--- config.mk ---
export PLATFORM = sky130hd
export DESIGN_NAME = uart_tx_arbiter
export DESIGN_NICKNAME = d
export VERILOG_FILES = /design/src/rtl/uart_tx_arbiter.sv
export SDC_FILE = /design/constraint.sdc
export NUM_CORES = 1
export LEC_CHECK = 0
export CAP_MARGIN = 20
export CORE_MARGIN = 2
export CORE_UTILIZATION = 40
export CTS_BUF_LIST = sky130_fd_sc_hd__clkbuf_16
export DETAILED_ROUTE_END_ITERATION = 12
export GPL_ROUTABILITY_DRIVEN = 1
export PLACE_DENSITY = 0.88
export SETUP_SLACK_MARGIN = 0.4
export SLEW_MARGIN = 10
export SYNTH_ARGS = -nofsm -noshare
export SYNTH_HDL_FRONTEND = slang
export SYNTH_SLANG_ARGS = --single-unit
--- constraint.sdc ---
create_clock -name clk_i -period 1.97 [get_ports clk_i]
set_input_delay 0.591 -clock clk_i [delete_from_list [all_inputs] [get_ports clk_i]]
set_output_delay 0.591 -clock clk_i [all_outputs]
set_load 0.05 [all_outputs]
--- src/rtl/uart_tx_arbiter.sv ---
`default_nettype none
// +--------------------------------------------------------------------------+
// | uart_tx_arbiter: round-robin sharing of one UART transmitter.           |
// | Optional WAIT_START watchdog: define UART_ARB_TIMEOUT_EN.   Rev 1.0     |
// +--------------------------------------------------------------------------+
module uart_tx_arbiter #(
  parameter int NUM_REQ        = 2,
  parameter int DATA_BITS      = 8,
  parameter int TIMEOUT_CYCLES = 1024
) (
  input  logic                         clk_i,
  input  logic                         rst_i,
  input  logic [NUM_REQ-1:0]           req_i,
  input  logic [NUM_REQ*DATA_BITS-1:0] req_data_i,
  output logic [NUM_REQ-1:0]           gnt_o,
  output logic [NUM_REQ-1:0]           done_o,
  output logic [DATA_BITS-1:0]         tx_data_o,
  output logic                         tx_data_vld_o,
  input  logic                         tx_active_i,
  output logic                         busy_o,
  output logic [$clog2(NUM_REQ)-1:0]   owner_o,
  output logic                         timeout_o
);

  localparam int OW = $clog2(NUM_REQ);

  typedef enum logic [1:0] {
    IDLE       = 2'd0,
    ISSUE      = 2'd1,
    WAIT_START = 2'd2,
    WAIT_END   = 2'd3
  } state_e;

  state_e               state_q, state_d;
  logic [DATA_BITS-1:0] data_q, data_d;
  logic [OW-1:0]        owner_q, owner_d;
  logic [OW-1:0]        last_q, last_d;
  logic                 done_q, done_d;
  logic [OW-1:0]        pick;
  logic [DATA_BITS-1:0] pick_data;

`ifdef UART_ARB_TIMEOUT_EN
  localparam int CW = $clog2(TIMEOUT_CYCLES + 1);
  logic [CW-1:0] cnt_q, cnt_d;
  logic          to_q, to_d;
`endif

  // Rotate the request vector so the slot after the last owner sits at bit 0,
  // take the lowest set bit, then rotate the offset back.
  function automatic logic [OW-1:0] rr_pick(input logic [NUM_REQ-1:0] req,
                                            input logic [OW-1:0]      last);
    logic [2*NUM_REQ-1:0] dbl;
    logic [NUM_REQ-1:0]   rot;
    int                   off;
    int                   sum;
    dbl = {req, req};
    rot = NUM_REQ'(dbl >> (int'(last) + 1));
    off = 0;
    for (int i = NUM_REQ - 1; i >= 0; i--) begin
      if (rot[i]) off = i;
    end
    sum = int'(last) + 1 + off;
    if (sum >= NUM_REQ) sum = sum - NUM_REQ;
    return OW'(sum);
  endfunction

  always_comb begin
    pick      = rr_pick(req_i, last_q);
    pick_data = '0;
    for (int k = 0; k < NUM_REQ; k++) begin
      if (pick == OW'(k)) pick_data = req_data_i[k*DATA_BITS +: DATA_BITS];
    end
  end

  always_comb begin
    state_d = state_q;
    data_d  = data_q;
    owner_d = owner_q;
    last_d  = last_q;
    done_d  = 1'b0;
`ifdef UART_ARB_TIMEOUT_EN
    cnt_d   = cnt_q;
    to_d    = 1'b0;
`endif
    case (state_q)
      IDLE: begin
        if ((|req_i) && !tx_active_i) begin
          owner_d = pick;
          data_d  = pick_data;
          state_d = ISSUE;
        end
      end
      ISSUE: begin
`ifdef UART_ARB_TIMEOUT_EN
        cnt_d   = '0;
`endif
        state_d = WAIT_START;
      end
      WAIT_START: begin
        if (tx_active_i) begin
          state_d = WAIT_END;
        end
`ifdef UART_ARB_TIMEOUT_EN
        else if (cnt_q == CW'(TIMEOUT_CYCLES - 1)) begin
          to_d    = 1'b1;
          last_d  = owner_q;
          state_d = IDLE;
        end else begin
          cnt_d = cnt_q + 1'b1;
        end
`endif
      end
      WAIT_END: begin
        if (!tx_active_i) begin
          done_d  = 1'b1;
          last_d  = owner_q;
          state_d = IDLE;
        end
      end
      default: state_d = IDLE;
    endcase
  end

  always_ff @(posedge clk_i) begin
    if (rst_i) begin
      state_q <= IDLE;
      data_q  <= '0;
      owner_q <= '0;
      last_q  <= OW'(NUM_REQ - 1);
      done_q  <= 1'b0;
`ifdef UART_ARB_TIMEOUT_EN
      cnt_q   <= '0;
      to_q    <= 1'b0;
`endif
    end else begin
      state_q <= state_d;
      data_q  <= data_d;
      owner_q <= owner_d;
      last_q  <= last_d;
      done_q  <= done_d;
`ifdef UART_ARB_TIMEOUT_EN
      cnt_q   <= cnt_d;
      to_q    <= to_d;
`endif
    end
  end

  // owner_q still names the finished requester during the done cycle.
  for (genvar k = 0; k < NUM_REQ; k++) begin : g_onehot
    assign gnt_o[k]  = (state_q == ISSUE) && (owner_q == OW'(k));
    assign done_o[k] = done_q && (owner_q == OW'(k));
  end

  assign tx_data_o     = data_q;
  assign tx_data_vld_o = (state_q == ISSUE);
  assign busy_o        = (state_q != IDLE);
  assign owner_o       = owner_q;

`ifdef UART_ARB_TIMEOUT_EN
  assign timeout_o = to_q;
`else
  assign timeout_o = 1'b0;
`endif

endmodule
`default_nettype wire

==> results.py, run 1 <==
metrics = {
    "yosys": {
        "syn_nets": 117,
        "ys_types": 26,
        "ys_ff_latch": 13,
        "yosysSeqAreaShare_pct": 31.9,
        "syn_area_um2": 816,
        "synth_cells": 91,
        "yosys_warnings": 0,
        "syn_avg_cell_area_um2": 8.96,
    },
    "worst_setup_path": {
        "r2r_cells": 7,
        "critical_path_cell_count": 4,
        "startpoint_type": "flip-flop",
        "crit_chain": "inv_6 > ha_4 > and2_4 > buf_8",
        "cp_top_family": "flip-flops",
        "critPathBufInv": 2,
        "end_kind": "output port",
        "crit_fanout": 3,
        "arrival_ps": 1130,
        "cp.required_ps": 1380,
        "max_stage_delay_ps": 370,
        "crit_type": "flip-flop to output port",
        "cp_slowest_cell": "dfxtp_4",
    },
    "sta": {
        "finalHoldWorstSlack_ps": 559,
        "fmax_ghz": 0.581,
        "finalHoldViolCount": 0,
        "fin_worst_skew_ps": 3.17,
        "grt_setup_unrepaired": "true",
        "min_period_ps": 1720,
        "maxSlewHeadroom_pct": 49.7,
        "min_period_over_period_pct": 87.4,
        "final_max_slew_viol_count": 0,
        "setup_viol": 0,
        "tightest_slew_ps": 753,
    },
    "layout": {
        "drive_gt1_share_pct": 55.3,
        "layout.nets": 168,
        "antenna_cells": 0,
        "final_common_cell": "buf_4",
        "layout_common_cells": "25 x buf_4, 16 x clkdlybuf4s50_1, 10 x dfxtp_1, 9 x nor3_1, 9 x a21oi_1",
        "syn2layout_area_growth_pct": 107,
        "fin_area_um2": 1690,
        "fin_util_pct": 87.0,
    },
    "pwr": {
        "cell_internal_pwr_mw": 1.12,
        "p_comb_share_pct": 60.4,
        "seqPwrFrac_pct": 19.1,
        "peakVddDrop_mv": 1.00,
        "p_sw_share_pct": 43.4,
        "p_leak_nw": 0.625,
        "cellPowerDensity_nw_per_um2": 1170,
        "p_clk_share_pct": 20.5,
        "power_switching_mw": 0.858,
    },
    "clock_tree": {
        "cts_hold_buf": 0,
        "htree_levels": 1,
        "cts_sinks": 13,
        "cts_inserted_buffers": 3,
        "cts.clk_slew.worst_paths_ps": 50,
        "clk_latency_ps": 250,
        "root_buffer": "clkbuf_16",
        "clock_path_buffers": 2,
        "cts_tree": "done",
    },
    "worst_hold_path": {
        "min_path_cells": 1,
        "hp-class": "flip-flop to flip-flop",
    },
    "global_routing": {
        "grt_usage_pct": 24.4,
        "grt_pass1_wl_um": 4460,
        "antenna_found_initial": 0,
        "grt_pass1_vias": 909,
        "grt_max_degree": 18,
        "grt.overflow.total": 0,
    },
    "die": {
        "coreArea_um2": 1940,
        "die_y_um": 49.2,
        "ios": 37,
        "dieArea_um2": 2420,
        "initial_core_util_pct": 42.0,
        "rows": 16,
        "chipWidth_um": 49.2,
    },
    "outcome": {
        "status": "finished clean",
    },
    "routing": {
        "drtPass1Iterations": 4,
        "viasPerCell": 6.12,
        "final_antenna_net_count": 0,
        "drt-initial-drc-count": 32,
        "drt-total-wl_um": 3860,
        "via_count": 1028,
        "wl_per_cell_um": 23.0,
        "drc": 0,
    },
    "place": {
        "hpwl_um": 1680,
        "place_congestion": 0.740,
        "port_buffers": 35,
        "placed_area_um2": 1270,
    },
    "job": {
        "maxCapViolCount": 0,
    },
}
-- state kept, by name, summed over array words and instances, names as in the netlist --
signal / count
done_q: 1
state_q: 2
tx_data_o: 8
owner_o: 1
last_q: 1
-- repair_timing --
action,in CTS,in global routing
pin swaps,6,11
resized for setup,36,26
cloned,0,1
setup buffers,5,4
endpoints found under the setup margin,16,14
endpoints found under the hold margin,0,0
-- stage by stage --
step                TNS, ps  power, mW  setup WS, ps  std cells
floorplan                 0      0.907           371         91
global placement       -595       1.18         -82.8        154
detailed placement     -932       1.21          -148        154
CTS                       0       1.74           288        163
global route              0       2.04           241        168
finish                    0       1.98           248        168
-- worst register-to-register path, stage by stage (launching register included) --
cell and delay [ps]:
dfxtp_4 370, inv_2 60, ha_4 180, buf_4 150, nand2b_4 90, buf_12 130, nor3_1 80, a2111oi_2 460
-- cell usage after synthesis --
master / number / area (um2)
dfxtp_1: 13 / 260
a21oi_1: 10 / 50.1
a2111oi_1: 9 / 90.1
nor3_1: 9 / 45.0
a2111oi_0: 7 / 61.3
buf_4: 6 / 45.0
inv_1: 6 / 22.5
ha_1: 5 / 62.6
nor2b_1: 4 / 25.0
nand2b_1: 3 / 18.8
and2_1: 2 / 12.5
buf_2: 2 / 10.0
nor2_1: 2 / 7.51
a211o_1: 1 / 8.76
a211oi_1: 1 / 7.51
a221oi_2: 1 / 15.0
a22o_1: 1 / 8.76
and2b_1: 1 / 7.51
conb_1: 1 / 3.75
inv_2: 1 / 3.75
maj3_2: 1 / 11.3
mux2i_1: 1 / 10.0
nor2_2: 1 / 6.26
nor3b_1: 1 / 7.51
or2_2: 1 / 6.26
or3b_1: 1 / 8.76
-- metal layers --
layer	part of all wire, %	track usage, %	wire length, um
met1	40	27.5	1550
met2	52	42.3	2010
met3	4.7	6.13	181
met4	3.0	11.9	117
met5	0	0	0
-- power groups by stage --
stage	logic, mW	registers [mW]	clock network [mW]
after floorplan	0.420	0.486	0
after global placement	0.821	0.364	0
after detailed placement	0.844	0.366	0
after CTS	0.981	0.367	0.392
after global routing	1.23	0.383	0.420
final	1.20	0.379	0.405
-- kinds of logic after synthesis --
kind of cell | after synthesis | synth area share (%)
multiplexers | 1 | 1.23
adder cells (fa/ha/maj) | 6 | 9.05
AND/OR/NAND/NOR | 25 | 17.8
AO/OA/AOI/OAI | 30 | 29.6
other | 1 | 0.460
buffers and inverters | 15 | 9.97
flip-flops | 13 | 31.9
-- layout make-up --
type,count,area [um2]
Clock inverter,1,3.75
Multi-Input combinational cell,63,724
Clock buffer,3,75.1
Sequential cell,13,272
Timing Repair Buffer,54,542
Fill cell,102,253
Tap cell,27,33.8
Inverter,7,38.8
-- final timing paths --
kind                                 start            to  slack [ps]
worst max-delay path            state_q[1]      gnt_o[1]         250
worst min-delay path               owner_o        last_q         560
worst max register to register  state_q[0]  tx_data_o[1]         320
worst min register to register     owner_o        last_q         560
(Power assumes the default switching activity.)
==> run 2, diff against run 1 <==
- TNS_END_PERCENT: default -> 1
==> run 2 against run 1 <==
Effect of this change:
- register-to-register slack is essentially flat
- wire length shrank 31%
- via count shrank 11%
- global-route usage shrank 0.84 points
==> results.py, run 2 (synthesis results as in run 1) <==
metrics = {
    "die": {
        "chipWidth_um": 49.2,
        "initial_core_util_pct": 42.0,
        "die_y_um": 49.2,
        "dieArea_um2": 2420,
        "coreArea_um2": 1940,
        "rows": 16,
        "ios": 37,
    },
    "layout": {
        "layout.nets": 163,
        "final_cells": 163,
        "drive_gt1_share_pct": 44.1,
        "syn2layout_area_growth_pct": 80.5,
        "fin_util_pct": 75.8,
        "final_common_cell": "buf_4",
        "layout_common_cells": "21 x buf_4, 17 x clkdlybuf4s50_1, 10 x a2111oi_1, 10 x dfxtp_1",
        "largest_reg_flops": 8,
        "antenna_cells": 0,
    },
    "global_routing": {
        "antenna_found_initial": 0,
        "grt_max_degree": 18,
        "grt.overflow.total": 0,
        "grt_pass1_vias": 909,
        "grt_usage_pct": 23.6,
        "grt_pass1_wl_um": 4300,
    },
    "sta": {
        "min_period_ps": 1700,
        "setup_viol": 0,
        "min_period_over_period_pct": 86.4,
        "grt_setup_unrepaired": "true",
        "final_max_slew_viol_count": 0,
        "finalHoldViolCount": 0,
        "fmax_ghz": 0.587,
        "setup_tns_ps": 0,
        "tightest_slew_ps": 551,
        "maxSlewHeadroom_pct": 63.2,
        "fin_ws_ps": 267,
        "fin_worst_skew_ps": 2.79,
    },
    "routing": {
        "drtPass1Iterations": 4,
        "wl_per_cell_um": 16.4,
        "via_count": 912,
        "drc": 0,
        "viasPerCell": 5.60,
        "drt-initial-drc-count": 15,
        "final_antenna_net_count": 0,
        "drt-total-wl_um": 2680,
    },
    "place": {
        "dp.cells": 154,
        "port_buffers": 35,
        "post-place-ws_ps": -148,
        "place_congestion": 0.740,
        "hpwl_um": 1680,
    },
    "pwr": {
        "cellPowerDensity_nw_per_um2": 1200,
        "power_mw": 1.77,
        "peakVddDrop_mv": 0.749,
        "p_leak_nw": 0.579,
    },
    "clock_tree": {
        "htree_levels": 1,
        "clk_latency_ps": 240,
        "root_buffer": "clkbuf_16",
        "clock_path_buffers": 2,
        "cts_tree": "done",
        "cts.clk_slew.worst_paths_ps": 50,
        "cts_inserted_buffers": 3,
        "cts_sinks": 13,
    },
    "worst_hold_path": {
        "min_path_cells": 2,
        "hp-class": "flip-flop to flip-flop",
    },
    "worst_setup_path": {
        "end_kind": "output port",
        "crit_fanout": 3,
        "arrival_ps": 1110,
        "crit_type": "flip-flop to output port",
        "cp.required_ps": 1380,
        "r2r_cells": 7,
        "startpoint_type": "flip-flop",
    },
    "job": {
        "maxCapViolCount": 0,
    },
    "outcome": {
        "status": "finished clean",
    },
}
## run 2: cell types whose count changed in the layout (fill, tap and decap cells not counted), sizes merged
| cell | delta |
|---|---|
| inv | +1 |
| buf | -5 |
| dlygate4sd2 | +1 |
| clkbuf | -1 |
| clkinvlp | -1 |
| dlymetal6s2s | -1 |
| clkdlybuf4s50 | +1 |
## run 2: stage by stage
stage | hold WS [ps] | instance area [um2]
2_1_floorplan | 495 | 846
3_3_place_gp | 511 | 1270
3_5_place_dp | 532 | 1270
4_1_cts | 540 | 1460
5_1_grt | 549 | 1470
6_report | 538 | 1470
## run 2: final cells by class
| class | count | area (um2) |
|---|---|---|
| Fill cell | 135 | 469 |
| Timing Repair Buffer | 49 | 488 |
| Clock buffer | 3 | 75.1 |
| Sequential cell | 13 | 267 |
| Multi-Input combinational cell | 63 | 571 |
| Clock inverter | 1 | 3.75 |
| Tap cell | 27 | 33.8 |
| Inverter | 7 | 35.0 |
## run 2: final timing paths
path / endpoint / slack (ps) / startpoint
worst min-delay path: tx_data_o[2] / 540 / tx_data_o[2]
worst max register to register: tx_data_o[1] / 330 / state_q[1]
worst min register to register: tx_data_o[2] / 540 / tx_data_o[2]
worst max-delay path: gnt_o[1] / 270 / state_q[1]
## run 2: metal layers
metal	GRT usage, %	vias up	share of wire [%]
met4	12.9	0	2.8
li1	-	437	-
met3	6.13	9	6.4
met1	26.2	422	38
met2	40.5	44	52
met5	0	-	0
## run 2: report_power, final
part | internal (mW) | switching (mW)
clock network | 0.269 | 0.120
logic | 0.454 | 0.556
registers | 0.323 | 0.0476
total | 1.04 | 0.724
## run 2: worst max-delay path: stages, from the launching register on
cell,delay (ps)
dfxtp_4,370
inv_6,50
ha_4,150
and2_4,150
buf_8,140
## run 2: repair_timing
| item | 4_1_cts | 5_1_grt |
|---|---|---|
| hold buffers | 0 | 0 |
| endpoints found under the setup margin | 16 | 15 |
| pin swaps | 3 | 2 |
| resized for setup | 29 | 6 |
| setup buffers | 5 | 0 |
